**config.mk**
```make
export PLATFORM = sky130hd
export DESIGN_NAME = sync_fifo_param
export DESIGN_NICKNAME = d
export VERILOG_FILES = /design/src/rtl/sync_fifo_pkg.sv /design/src/rtl/sync_fifo_param_ram.sv /design/src/rtl/sync_fifo_param.sv
export SDC_FILE = /design/constraint.sdc
export NUM_CORES = 1
export LEC_CHECK = 0
export BUFFER_PORTS_ARGS = -buffer_cell sky130_fd_sc_hd__buf_2
export CELL_PAD_IN_SITES_DETAIL_PLACEMENT = 0
export CELL_PAD_IN_SITES_GLOBAL_PLACEMENT = 2
export CORE_UTILIZATION = 46
export DETAILED_ROUTE_END_ITERATION = 12
export PLACE_DENSITY = 0.84
export SLEW_MARGIN = 25
export SYNTH_ARGS = -nofsm -noshare
export SYNTH_HDL_FRONTEND = slang
export SYNTH_SLANG_ARGS = --single-unit
```
**constraint.sdc**
```tcl
create_clock -name clk -period 6 [get_ports clk]
set_clock_uncertainty 0.2 [all_clocks]
set_input_delay 1.2 -clock clk [delete_from_list [all_inputs] [get_ports clk]]
set_output_delay 1.2 -clock clk [all_outputs]
set_load 0.03 [all_outputs]
```
**src/rtl/sync_fifo_pkg.sv**
```systemverilog
// Shared helpers and defaults for the parametrised single-clock FIFO.
package sync_fifo_pkg;

  localparam int DEF_DEPTH     = 16;
  localparam int DEF_AE_THRESH = 2;
  localparam int DEF_AF_MARGIN = 2;

  typedef enum logic {
    RD_STD  = 1'b0,
    RD_FWFT = 1'b1
  } rd_mode_e;

  function automatic int ptr_w(input int depth);
    return $clog2(depth);
  endfunction

endpackage

```
**src/rtl/sync_fifo_param_ram.sv**
```systemverilog
// Simple dual-port storage: synchronous write, asynchronous read.
module fifo_ram
  import sync_fifo_pkg::*;
#(
  parameter int DATA_W = 32,
  parameter int DEPTH  = 16,
  parameter int AW     = ptr_w(DEPTH)
) (
  input  logic              clk,
  input  logic              we_i,
  input  logic [AW-1:0]     waddr_i,
  input  logic [DATA_W-1:0] wdata_i,
  input  logic [AW-1:0]     raddr_i,
  output logic [DATA_W-1:0] rdata_o
);

  logic [DATA_W-1:0] mem_q [DEPTH];

  // Contents are deliberately left unreset.
  always_ff @(posedge clk) begin
    if (we_i) mem_q[waddr_i] <= wdata_i;
  end

  assign rdata_o = mem_q[raddr_i];

endmodule

```
**src/rtl/sync_fifo_param.sv**
```systemverilog
// Parametrised single-clock FIFO with thresholds, optional FWFT read and
// sticky overflow/underflow flags. rst is synchronous, active-low.
module sync_fifo_param
  import sync_fifo_pkg::*;
#(
  parameter int DATA_W    = 32,
  parameter int DEPTH     = DEF_DEPTH,
  parameter int AF_THRESH = DEPTH - DEF_AF_MARGIN,
  parameter int AE_THRESH = DEF_AE_THRESH,
  parameter int FWFT      = 0
) (
  input  logic                      clk,
  input  logic                      rst,
  input  logic                      wr_en,
  input  logic [DATA_W-1:0]         wr_data,
  input  logic                      rd_en,
  output logic [DATA_W-1:0]         rd_data,
  output logic                      rd_valid,
  output logic                      full,
  output logic                      empty,
  output logic                      almost_full,
  output logic                      almost_empty,
  output logic [$clog2(DEPTH):0]    count,
  output logic                      overflow,
  output logic                      underflow,
  input  logic                      clr_err
);

  localparam int       PW   = ptr_w(DEPTH);
  localparam int       CW   = PW + 1;
  localparam rd_mode_e MODE = (FWFT != 0) ? RD_FWFT : RD_STD;

  localparam logic [CW-1:0] FULL_C = CW'(DEPTH);
  localparam logic [CW-1:0] AF_C   = CW'(AF_THRESH);
  localparam logic [CW-1:0] AE_C   = CW'(AE_THRESH);

  if (DEPTH < 2 || (DEPTH & (DEPTH - 1)) != 0 || AE_THRESH < 0 ||
      AE_THRESH >= AF_THRESH || AF_THRESH > DEPTH) begin : g_bad_params
    $fatal(1, "sync_fifo_param: need pow2 DEPTH>=2 and 0<=AE_THRESH<AF_THRESH<=DEPTH");
  end

  logic [PW-1:0]     wptr_q, wptr_d, rptr_q, rptr_d;
  logic [CW-1:0]     count_q, count_d;
  logic [DATA_W-1:0] rd_data_q, rd_data_d, ram_rdata;
  logic              rd_valid_q, rd_valid_d;
  logic              ovf_q, ovf_d, unf_q, unf_d;
  logic              rd_acc, wr_acc;

  assign full         = (count_q == FULL_C);
  assign empty        = (count_q == '0);
  assign almost_full  = (count_q >= AF_C);
  assign almost_empty = (count_q <= AE_C);
  assign count        = count_q;

  // A pop frees a slot in the same cycle, so a write into a full FIFO
  // still proceeds when a read is accepted alongside it.
  assign rd_acc = rd_en && !empty;
  assign wr_acc = wr_en && (!full || rd_acc);

  fifo_ram #(.DATA_W(DATA_W), .DEPTH(DEPTH), .AW(PW)) u_ram (
    .clk     (clk),
    .we_i    (wr_acc),
    .waddr_i (wptr_q),
    .wdata_i (wr_data),
    .raddr_i (rptr_q),
    .rdata_o (ram_rdata)
  );

  always_comb begin
    wptr_d     = wr_acc ? wptr_q + PW'(1) : wptr_q;
    rptr_d     = rd_acc ? rptr_q + PW'(1) : rptr_q;
    count_d    = count_q + CW'(wr_acc) - CW'(rd_acc);
    rd_data_d  = rd_acc ? ram_rdata : rd_data_q;
    rd_valid_d = rd_acc;
    // A new error in the same cycle beats clr_err.
    ovf_d      = (wr_en && !wr_acc) ? 1'b1 : (clr_err ? 1'b0 : ovf_q);
    unf_d      = (rd_en && !rd_acc) ? 1'b1 : (clr_err ? 1'b0 : unf_q);
  end

  always_ff @(posedge clk) begin
    if (!rst) begin
      wptr_q     <= '0;
      rptr_q     <= '0;
      count_q    <= '0;
      rd_data_q  <= '0;
      rd_valid_q <= 1'b0;
      ovf_q      <= 1'b0;
      unf_q      <= 1'b0;
    end else begin
      wptr_q     <= wptr_d;
      rptr_q     <= rptr_d;
      count_q    <= count_d;
      rd_data_q  <= rd_data_d;
      rd_valid_q <= rd_valid_d;
      ovf_q      <= ovf_d;
      unf_q      <= unf_d;
    end
  end

  assign rd_data   = (MODE == RD_FWFT) ? ram_rdata : rd_data_q;
  assign rd_valid  = (MODE == RD_FWFT) ? !empty : rd_valid_q;
  assign overflow  = ovf_q;
  assign underflow = unf_q;

endmodule

```
---- Word-level counts from Yosys, hierarchy flattened ----
Memory sizes are Yosys's and may differ from the RTL's. A register that Yosys moved wholly into a read port is not among the register bits.
Index checks and enable logic that the tools add are counted.
word-level totals
  register bits ........................... 16
  memory bits (writable) .................. 512
  logic and storage cells ................. 32
  memories kept ........................... 1
cells by class
  $add $sub $neg .......................... 4
  magnitude comparators ................... 2
  eq/ne operators ......................... 1
  muxes and demuxes ....................... 5
  reductions and logical operators ........ 13
memory list
  memory       depth  width  rd ports  clocked after Yosys merged registers in  write ports  RTL line                   text
  u_ram.mem_q  16     32     1         1                                        1            sync_fifo_param_ram.sv:17  logic [DATA_W-1:0] mem_q [DEPTH];
operators with widths
  operator                                                            number
  adder 4 x 1 -> 4 bit (second input constant)                        2
  adder 5 x 1 -> 5 bit                                                1
  equality test 5 bit (second input constant)                         1
  greater-or-equal comparator 5 x 4 -> 1 bit (second input constant)  1
  less-or-equal comparator 5 x 2 -> 1 bit (second input constant)     1
  zero test 1 bit                                                     5
  zero test 5 bit                                                     1
  two-way mux 1 bit                                                   5
  subtractor 5 x 1 -> 5 bit                                           1
  logical AND 1 bit                                                   4
  nonzero test 2 bit                                                  2
  logical OR 1 bit                                                    1

---- Logic depth before layout (Yosys ltp) ----
Gate-level depths: netlist (run 1).
  depth after elaboration ................. 8
  gate-level depth with buffers ........... 14
  depth with buffers taken out ............ 13

---- Hierarchy ----
Synthesis (run 1) repeated with hierarchy kept, for this count alone.
second synthesis, totals
  cell total of the unflattened synthesis .. 1058
  area, all modules ....................... 21421.8 um2
by module, submodules not included
  module           instances  cells an instance  area each (um2)
  fifo_ram         1          806                19213.4
  sync_fifo_param  1          252                2208.4

---- Least setup slack after synthesis (run 1) ----
No wires, ideal clock.
  path kind ............................... input-to-reg
  start point ............................. input rd_en
  end point ............................... memory u_ram.mem_q[0][0], enable pin
  setup time .............................. 0.461 ns
  arrival time ............................ 4.070 ns
  path slack .............................. 1.269 ns
  stages .................................. 4
  buffers on the path ..................... 1
  path through ............................ clkbuf_1 > o21a_1 > nand2_1 > nor3_1
on the way
  word-level cells in the longest chain between the ends .. 5
ends and longest elaborated chain
  item                                     RTL line                   text
  from (decl)                              sync_fifo_param.sv:16      input logic rd_en,
  logical AND 1 bit                        sync_fifo_param.sv:57      assign rd_acc = rd_en && !empty;
  logical OR 1 bit                         sync_fifo_param.sv:58      assign wr_acc = wr_en && (!full || rd_acc);
  logical AND 1 bit                        sync_fifo_param.sv:58
  two-way mux 1 bit                        sync_fifo_param_ram.sv:21  if (we_i) mem_q[waddr_i] <= wdata_i;
  two-way mux 1 bit (not written as such)  sync_fifo_param_ram.sv:21
  to (decl)                                sync_fifo_param_ram.sv:17
Every way passes these cells.

---- Final worst setup path (run 1) ----
  start point ............................. register count_q[2] (netlist: count[2])
  end point ............................... output empty
on the way
  word-level cells in the longest chain between the ends .. 1
ends and longest elaborated chain
  item                    RTL line               text
  from (decl)             sync_fifo_param.sv:43  logic [CW-1:0] count_q, count_d;
  from (signal assigned)  sync_fifo_param.sv:92  count_q <= count_d;
  zero test 5 bit         sync_fifo_param.sv:50  assign empty = (count_q == '0);
  to (decl)               sync_fifo_param.sv:20  output logic empty,
Every way passes these cells.

==> results.ini, run 1 <==
[outcome]
status = finished, final reports clean

[sta]
setup_viol = 0
whs_ns = 0.278
tns_ns = 0
timing.final.crit_period_ns = 3.55
setup_slack_ns = 2.45
grt_setup_unrepaired = no
slew_violations = 0
max_slew_margin = 0.376
fmax_mhz = 282
period_share = 0.591
hold_viol = 0
tightest_slew_ns = 0.936

[global_routing]
track_usage = 0.175
grt_max_degree = 63
grt_pass1_wl_um = 61100
antenna_found_initial = 0
grt_overflow = 0
grt_pass1_vias = 10161

[min_path]
hp-start = rd_data[9]
min_to = rd_data[9]
holdPathStages = 1
hold_path.class = flip-flop to flip-flop

[die]
core_area_um2 = 45600
io_pins = 81
start_util = 0.468
dieArea_um2 = 47200
dieHeight_um = 217
row_count = 78
die_width_um = 217

[route]
met1_length_um = 17100
highest_layer = met4
drtIter0Drc = 748
wirelength_um = 39700
ant_nets = 0
dr_wl_met3_um = 1800
vias_per_cell = 5.53
drc = 0
routedWlPerCell_um = 22.9
met2_length_um = 20100
dr_total_vias = 9584
dr.pass1.iters = 5

[pwr]
p_leak_nw = 7.97
powerDensity_nw_per_um2 = 412
peakVddDrop_mv = 0.235

[logic_synthesis]
yosys_most_used_dff = edfxtp_1
synth_top_cell_by_area = edfxtp_1
synth_top_area_share = 0.721
avgSynthCellArea_um2 = 21.9
synth_seq_area_share = 0.766
yosysWarnings = 0
syn_area_um2 = 21300
synthTopCellsByArea = edfxtp_1, mux4_2, dfxtp_1
synth-edff-count = 512
synth_cells = 975
synth-async-reset-ratio = 0
synth-seq-cells = 560
ys_types = 35
syn_nets = 1028

[critical_path]
critPathMaxFanout = 7
reg2regPathDepth = 7
cp-end-kind = primary output
reg2reg_slack_ns = 2.92
critPathLaunchType = flip-flop
worstPathArrival_ns = 2.15
r2r_start = count[2]
timing_worst_setup_path_type = flip-flop to primary output
worstReg2RegEnd = u_ram.mem_q[15][13]
cp.required_ns = 4.60

[clock_tree]
cts_resized = 0
cts_made_buffers = 55
cts_max_path_buffers = 3
htreeDepth = 2
clkSlewWorstSetupHoldPaths_ns = 0.06
cts_tree = built
cts_hold_buf = 0
insertion_delay_ns = 0.60
cts_setup_buffers = 0
cts_sinks = 560
root_buffer = clkbuf_16

[layout]
nNetsFinal = 1138
fin_area_um2 = 24800
area_growth_syn_to_layout_pct = 16.4
drive_gt1_frac = 0.338
layout_common_cells = edfxtp_1, mux4_2, buf_2
fillCellCount = 3418
fin_util = 0.545
diodes = 0
layout_commonest_cell = edfxtp_1

[run]
maxCapViolations = 0

[place]
place_ws_ns = 2.46
place_congestion = 0.709
place_area_um2 = 22800
dpl.hpwl_um = 23300
io_buffers = 80

## cells in the mapped netlist, types with 2 or more instances
master,number
o211ai_1,2
nand3_1,3
nor3_1,4
and2_1,11
nand2_1,9
nor2b_1,7
and3_1,2
xnor2_1,7
ha_1,15
buf_6,4
clkbuf_1,24
dfxtp_1,48
a21oi_1,5
o21bai_1,2
xor2_1,2
nand2b_1,2
mux4_2,128
mux2i_1,33
buf_2,18
o21a_1,2
inv_1,11
nor2_1,45
a221o_1,32
mux2_2,32
edfxtp_1,512
buf_1,6
## report_power, final
group,total (mW),internal (mW),switching (mW)
combinational,1.83,0.900,0.931
sequential,4.63,4.44,0.196
clock,3.76,2.31,1.45
## layout make-up
class | instances | area, µm² | area share
clock buffers | 63 | 1460 | 0.0587
clock inverters | 41 | 562 | 0.0226
inverters | 11 | 41.3 | 0.00166
multi-input cells | 352 | 4810 | 0.194
flip-flops and latches | 560 | 16300 | 0.658
well taps | 600 | 751 | 0.0302
repair buffers | 105 | 861 | 0.0347
## critical path, stage by stage, from the launching register on
cell and delay (ns):
dfxtp_1 0.36, inv_1 0.12, ha_1 0.17, or4b_1 0.58, inv_1 0.12, buf_2 0.20
## worst max-delay path by stage
stage / startpoint / end / slack, ns
after floorplan: rd_en / u_ram.mem_q[0][0] / 1.27
after global placement: rd_en / u_ram.mem_q[8][14] / 2.48
after detailed placement: rd_en / u_ram.mem_q[4][13] / 2.46
after CTS: count[2] / empty / 2.42
after global routing: count[2] / empty / 2.34
final: count[2] / empty / 2.45
## sequential cells by signal (all words and copies together), names as in the netlist
register / cells
rd_valid: 1
overflow: 1
u_ram.mem_q: 512
rptr_q: 4
rd_data: 32
wptr_q: 4
count: 5
underflow: 1
## metrics by stage
stage | total power [mW] | instances
3_3_place_gp | 6.56 | 1614
2_1_floorplan | 6.09 | 975
5_1_grt | 10.6 | 1732
6_report | 10.2 | 1732
4_1_cts | 10.3 | 1731
3_5_place_dp | 6.58 | 1627
## per-layer routing
| layer | vias up | track usage |
|---|---|---|
| met5 | - | 0 |
| li1 | 4259 | - |
| met4 | 0 | 0.0477 |
| met2 | 217 | 0.293 |
| met1 | 5054 | 0.237 |
| met3 | 54 | 0.0306 |
## kinds of logic (layout without fill, tap and decap cells)
group,Yosys count,count (layout),synth area share
AOI/OAI and AO/OA,45,45,0.0189
xor gates and xnor gates,9,9,0.00370
adders and majority gates,16,16,0.00974
buffers and inverters,63,220,0.0136
DFF,560,560,0.766
muxes,193,193,0.168
and+or+nand+nor,89,89,0.0202
No activity file was read; power rests on OpenSTA's default activity.
==> run 2: changes to the inputs <==
--- a/config.mk
+++ b/config.mk
@@ -8,7 +8,7 @@
 export BUFFER_PORTS_ARGS = -buffer_cell sky130_fd_sc_hd__buf_2
 export CELL_PAD_IN_SITES_DETAIL_PLACEMENT = 0
 export CELL_PAD_IN_SITES_GLOBAL_PLACEMENT = 2
-export CORE_UTILIZATION = 46
+export CORE_UTILIZATION = 44
 export DETAILED_ROUTE_END_ITERATION = 12
 export PLACE_DENSITY = 0.84
 export SLEW_MARGIN = 25
==> constraint.sdc (replaced) <==
create_clock -name clk -period 3 [get_ports clk]
set_clock_uncertainty 0.2 [all_clocks]
set_input_delay 0.6 -clock clk [delete_from_list [all_inputs] [get_ports clk]]
set_output_delay 0.6 -clock clk [all_outputs]
set_load 0.03 [all_outputs]
==> run 2 against run 1 <==
Against the previous run:
- sequential share of layout area shrank 0.53 points
- global-route usage grew 0.41 points
- first-iteration DRC count grew 6.1%
- setup slack lost 2.3 ns
- critical path depth grew 1
- total power grew 98%
- core utilization shrank 2.0 points
- die area grew 4.5%
- critical path type unchanged
- critical endpoint unchanged
- largest cell class unchanged
- highest routed layer is now met5
==> results.ini, run 2 (synthesis gave the netlist of run 1 again) <==
[clock_tree]
root_buffer = clkbuf_16
cts_max_path_buffers = 3
cts_made_buffers = 54
clkSlewWorstSetupHoldPaths_ns = 0.06
insertion_delay_ns = 0.59
cts_sinks = 560
cts_setup_buffers = 0
cts_tree = built
cts_hold_buf = 0
htreeDepth = 2

[place]
dpl.hpwl_um = 24000
dp.cells = 1668
io_buffers = 80
place_ws_ns = 0.0870
place_area_um2 = 23100
place_congestion = 0.718

[sta]
max_slew_margin = 0.421
setup_slack_ns = 0.130
grt_setup_unrepaired = no
tns_ns = 0
whs_ns = 0.147
setup_viol = 0
tightest_slew_ns = 0.866
timing.final.crit_period_ns = 2.87
period_share = 0.957
hold_viol = 0
fmax_mhz = 348
slew_violations = 0

[pwr]
powerDensity_nw_per_um2 = 808
p_leak_nw = 8.03
power_mw = 20.2
peakVddDrop_mv = 0.480

[die]
dieArea_um2 = 49300
dieHeight_um = 222
start_util = 0.447
io_pins = 81
core_area_um2 = 47700
die_width_um = 222
row_count = 80

[critical_path]
cp-end-kind = primary output
cp.required_ns = 2.20
worstPathArrival_ns = 2.07
critPathLaunchType = flip-flop
critPathMaxFanout = 6
timing_worst_setup_path_type = flip-flop to primary output

[layout]
diodes = 0
layout_common_cells = edfxtp_1, mux4_2, buf_2
drive_gt1_frac = 0.351
fin_area_um2 = 25000
fin_util = 0.524
largest_register_ffs = 512
area_growth_syn_to_layout_pct = 17.4
layout.cells.non_filler = 1773
layout_commonest_cell = edfxtp_1
nNetsFinal = 1165
largest-register = u_ram.mem_q

[global_routing]
grt_max_degree = 41
grt_overflow = 0
antenna_found_initial = 1
grt_pass1_wl_um = 66000
track_usage = 0.179
grt_pass1_vias = 10628

[route]
dr_total_vias = 9974
drtIter0Drc = 794
dr.pass1.iters = 4
wirelength_um = 43400
routedWlPerCell_um = 24.5
drc = 0
vias_per_cell = 5.63
ant_nets = 0

[run]
maxCapViolations = 0

[outcome]
status = finished, final reports clean

[min_path]
hold_path.class = input pin to flip-flop

## run 2: cell types whose count changed in the layout (fill, tap and decap cells not counted), moves of 2 or more
| cell | before | now |
|---|---|---|
| nor3_4 | 0 | 4 |
| dfxtp_1 | 45 | 43 |
| clkinv_2 | 14 | 10 |
| nor3_2 | 4 | 0 |
| buf_16 | 12 | 4 |
| buf_4 | 10 | 27 |
| clkbuf_1 | 4 | 9 |
| dfxtp_2 | 0 | 2 |
| clkbuf_8 | 3 | 11 |
| buf_12 | 2 | 21 |
| bufinv_16 | 13 | 6 |
| inv_6 | 3 | 1 |
## run 2: timing repair
item | 4_1_cts | 5_1_grt
setup endpoints to repair | 0 | 17
hold endpoints to repair | 0 | 0
gates resized for setup | 0 | 2
## run 2: worst paths after layout
path / from / endpoint / slack (ns) / cells after the start
worst max-delay path: count[2] / empty / 0.13 / 6
worst min-delay path: wr_en / overflow / 0.15 / 3
worst min register to register: rd_data[6] / rd_data[6] / 0.28 / 1
worst max register to register: count[2] / count[4] / 0.19 / 14
## run 2: worst max-delay path, stage by stage (launching register included)
cell and delay, ns:
dfxtp_2 0.34, inv_1 0.10, ha_1 0.16, or4b_1 0.46, buf_4 0.18, inv_1 0.06, clkbuf_4 0.18
## run 2: layout make-up
| cell class | count | area (µm²) |
|---|---|---|
| clock buffer | 77 | 1610 |
| clock inverter | 25 | 282 |
| fill | 3602 | 22700 |
| inverter | 11 | 41.3 |
| multi-input combinational | 353 | 4840 |
| sequential | 560 | 16300 |
| tap | 615 | 769 |
| timing repair buffer | 132 | 1140 |
## run 2: routing by layer
metal  wire length (µm)  share of wire  GRT usage
met4                940          0.022     0.0517
met5                 17        0.00039          0
met3               2240          0.052     0.0331
met1              18200           0.42      0.238
met2              22000           0.51      0.302
## run 2: where the power goes
part	internal, mW	switching [mW]
clock	4.25	2.82
sequential	8.87	0.269
combinational	1.99	2.03
==> run 3: changes to the inputs <==
--- a/config.mk
+++ b/config.mk
@@ -10,7 +10,7 @@
 export CELL_PAD_IN_SITES_GLOBAL_PLACEMENT = 2
 export CORE_UTILIZATION = 44
 export DETAILED_ROUTE_END_ITERATION = 12
-export PLACE_DENSITY = 0.84
+export PLACE_DENSITY_LB_ADDON = 0.1
 export SLEW_MARGIN = 25
 export SYNTH_ARGS = -nofsm -noshare
 export SYNTH_HDL_FRONTEND = slang
==> constraint.sdc (replaced) <==
create_clock -name clk -period 3 [get_ports clk]
set_clock_uncertainty 0.2 [all_clocks]
set_input_delay 0.6 -clock clk [delete_from_list [all_inputs] [get_ports clk]]
set_output_delay 0.6 -clock clk [all_outputs]
set_load 0.01 [all_outputs]
==> run 3 against run 2 <==
Against the previous run:
- clock-buffer cell count up 1
- final cell count up 0.28%
- sequential power about the same
- critical path type unchanged
- critical endpoint is now full
- largest cell class unchanged
- highest routed layer is now met4
==> results.ini, run 3 (synthesis gave the netlist of run 1 again) <==
[critical_path]
worstPathArrival_ns = 2.06
critPathLaunchType = flip-flop
cp-end-kind = primary output
cp.required_ns = 2.20
critPathMaxFanout = 4
timing_worst_setup_path_type = flip-flop to primary output

[layout]
diodes = 0
area_growth_syn_to_layout_pct = 16.9
drive_gt1_frac = 0.345
fin_util = 0.522
layout_common_cells = edfxtp_1, mux4_2, buf_2
layout.cells.non_filler = 1778
largest_register_ffs = 512
nNetsFinal = 1168
largest-register = u_ram.mem_q
layout_commonest_cell = edfxtp_1

[place]
dp.cells = 1670
place_congestion = 0.702
io_buffers = 80
dpl.hpwl_um = 24700

[clock_tree]
cts_tree = built
cts_sinks = 560
cts_max_path_buffers = 3
cts_hold_buf = 0
cts_made_buffers = 58
clkSlewWorstSetupHoldPaths_ns = 0.06
cts_resized = 0
root_buffer = clkbuf_16
cts_setup_buffers = 0
htreeDepth = 2
insertion_delay_ns = 0.60

[route]
drc = 0
routedWlPerCell_um = 25.8
dr.pass1.iters = 4
vias_per_cell = 5.53
ant_nets = 0
drtIter0Drc = 627
wirelength_um = 45900
dr_total_vias = 9833

[min_path]
hold_path.class = input pin to flip-flop

[global_routing]
grt_overflow = 0
grt_max_degree = 75
track_usage = 0.191
grt_pass1_wl_um = 68300
antenna_found_initial = 0
grt_pass1_vias = 10394

[sta]
max_slew_margin = 0.339
hold_viol = 0
tns_ns = 0
slew_violations = 0
setup_viol = 0
period_share = 0.953
fmax_mhz = 350
grt_setup_unrepaired = no
timing.final.crit_period_ns = 2.86
tightest_slew_ns = 0.989

[pwr]
peakVddDrop_mv = 0.468
power_mw = 20.0
powerDensity_nw_per_um2 = 803
p_leak_nw = 8.00

[die]
die_width_um = 222
core_area_um2 = 47700
io_pins = 81
row_count = 80
dieHeight_um = 222
start_util = 0.447
dieArea_um2 = 49300

[run]
maxCapViolations = 0

[outcome]
status = finished, final reports clean

run 3: cell types whose count changed in the layout (fill, tap and decap cells not counted), moves of 2 or more:
cell,delta
buf_16,-4
clkbuf_1,+2
dfxtp_1,+2
dfxtp_2,-2
clkbuf_8,-3
buf_4,+6
clkinv_1,+6
clkbuf_16,+2
buf_12,-2
run 3: per-layer routing:
| metal | global-route usage | wire [µm] | vias to the layer above |
|---|---|---|---|
| met5 | 0 | 0 | - |
| met4 | 0.0549 | 924 | 0 |
| met3 | 0.0277 | 1630 | 68 |
| met2 | 0.321 | 23000 | 185 |
| met1 | 0.261 | 20400 | 5247 |
| li1 | - | - | 4333 |
run 3: cell type report:
cell class	instances	area, µm²
timing repair buffer	132	1030
multi-input combinational	352	4830
sequential	560	16300
fill	3767	22800
clock buffer	78	1630
inverter	11	41.3
tap	615	769
clock inverter	30	274
run 3: critical path, stage by stage (launching register included):
cell and delay, ns:
dfxtp_1 0.34, inv_1 0.10, ha_1 0.16, or4bb_1 0.53
buf_4 0.17, inv_1 0.04, buf_2 0.11
run 3: report_power, final:
group | leakage [nW] | internal (mW) | switching, mW
clock network | 0.934 | 4.21 | 2.91
registers | 5.02 | 8.87 | 0.246
logic | 2.05 | 2.00 | 1.78
run 3: worst paths after layout:
path,start,end,slack [ns],cells after the start
hold / removal,clr_err,underflow,0.13,4
hold reg to reg,rd_data[6],rd_data[6],0.28,1
setup / recovery,count[3],full,0.14,6
setup reg to reg,count[3],count[4],0.22,13
run 3: metrics by stage:
step           instance area (µm²)  hold WS (ns)  setup WS (ns)
2_1_floorplan                21300         0.324         -0.325
3_3_place_gp                 23000         0.269          0.216
3_5_place_dp                 23000         0.274          0.198
4_1_cts                      24900        0.0911         0.0868
5_1_grt                      24900         0.133         0.0152
6_report                     24900         0.126          0.140
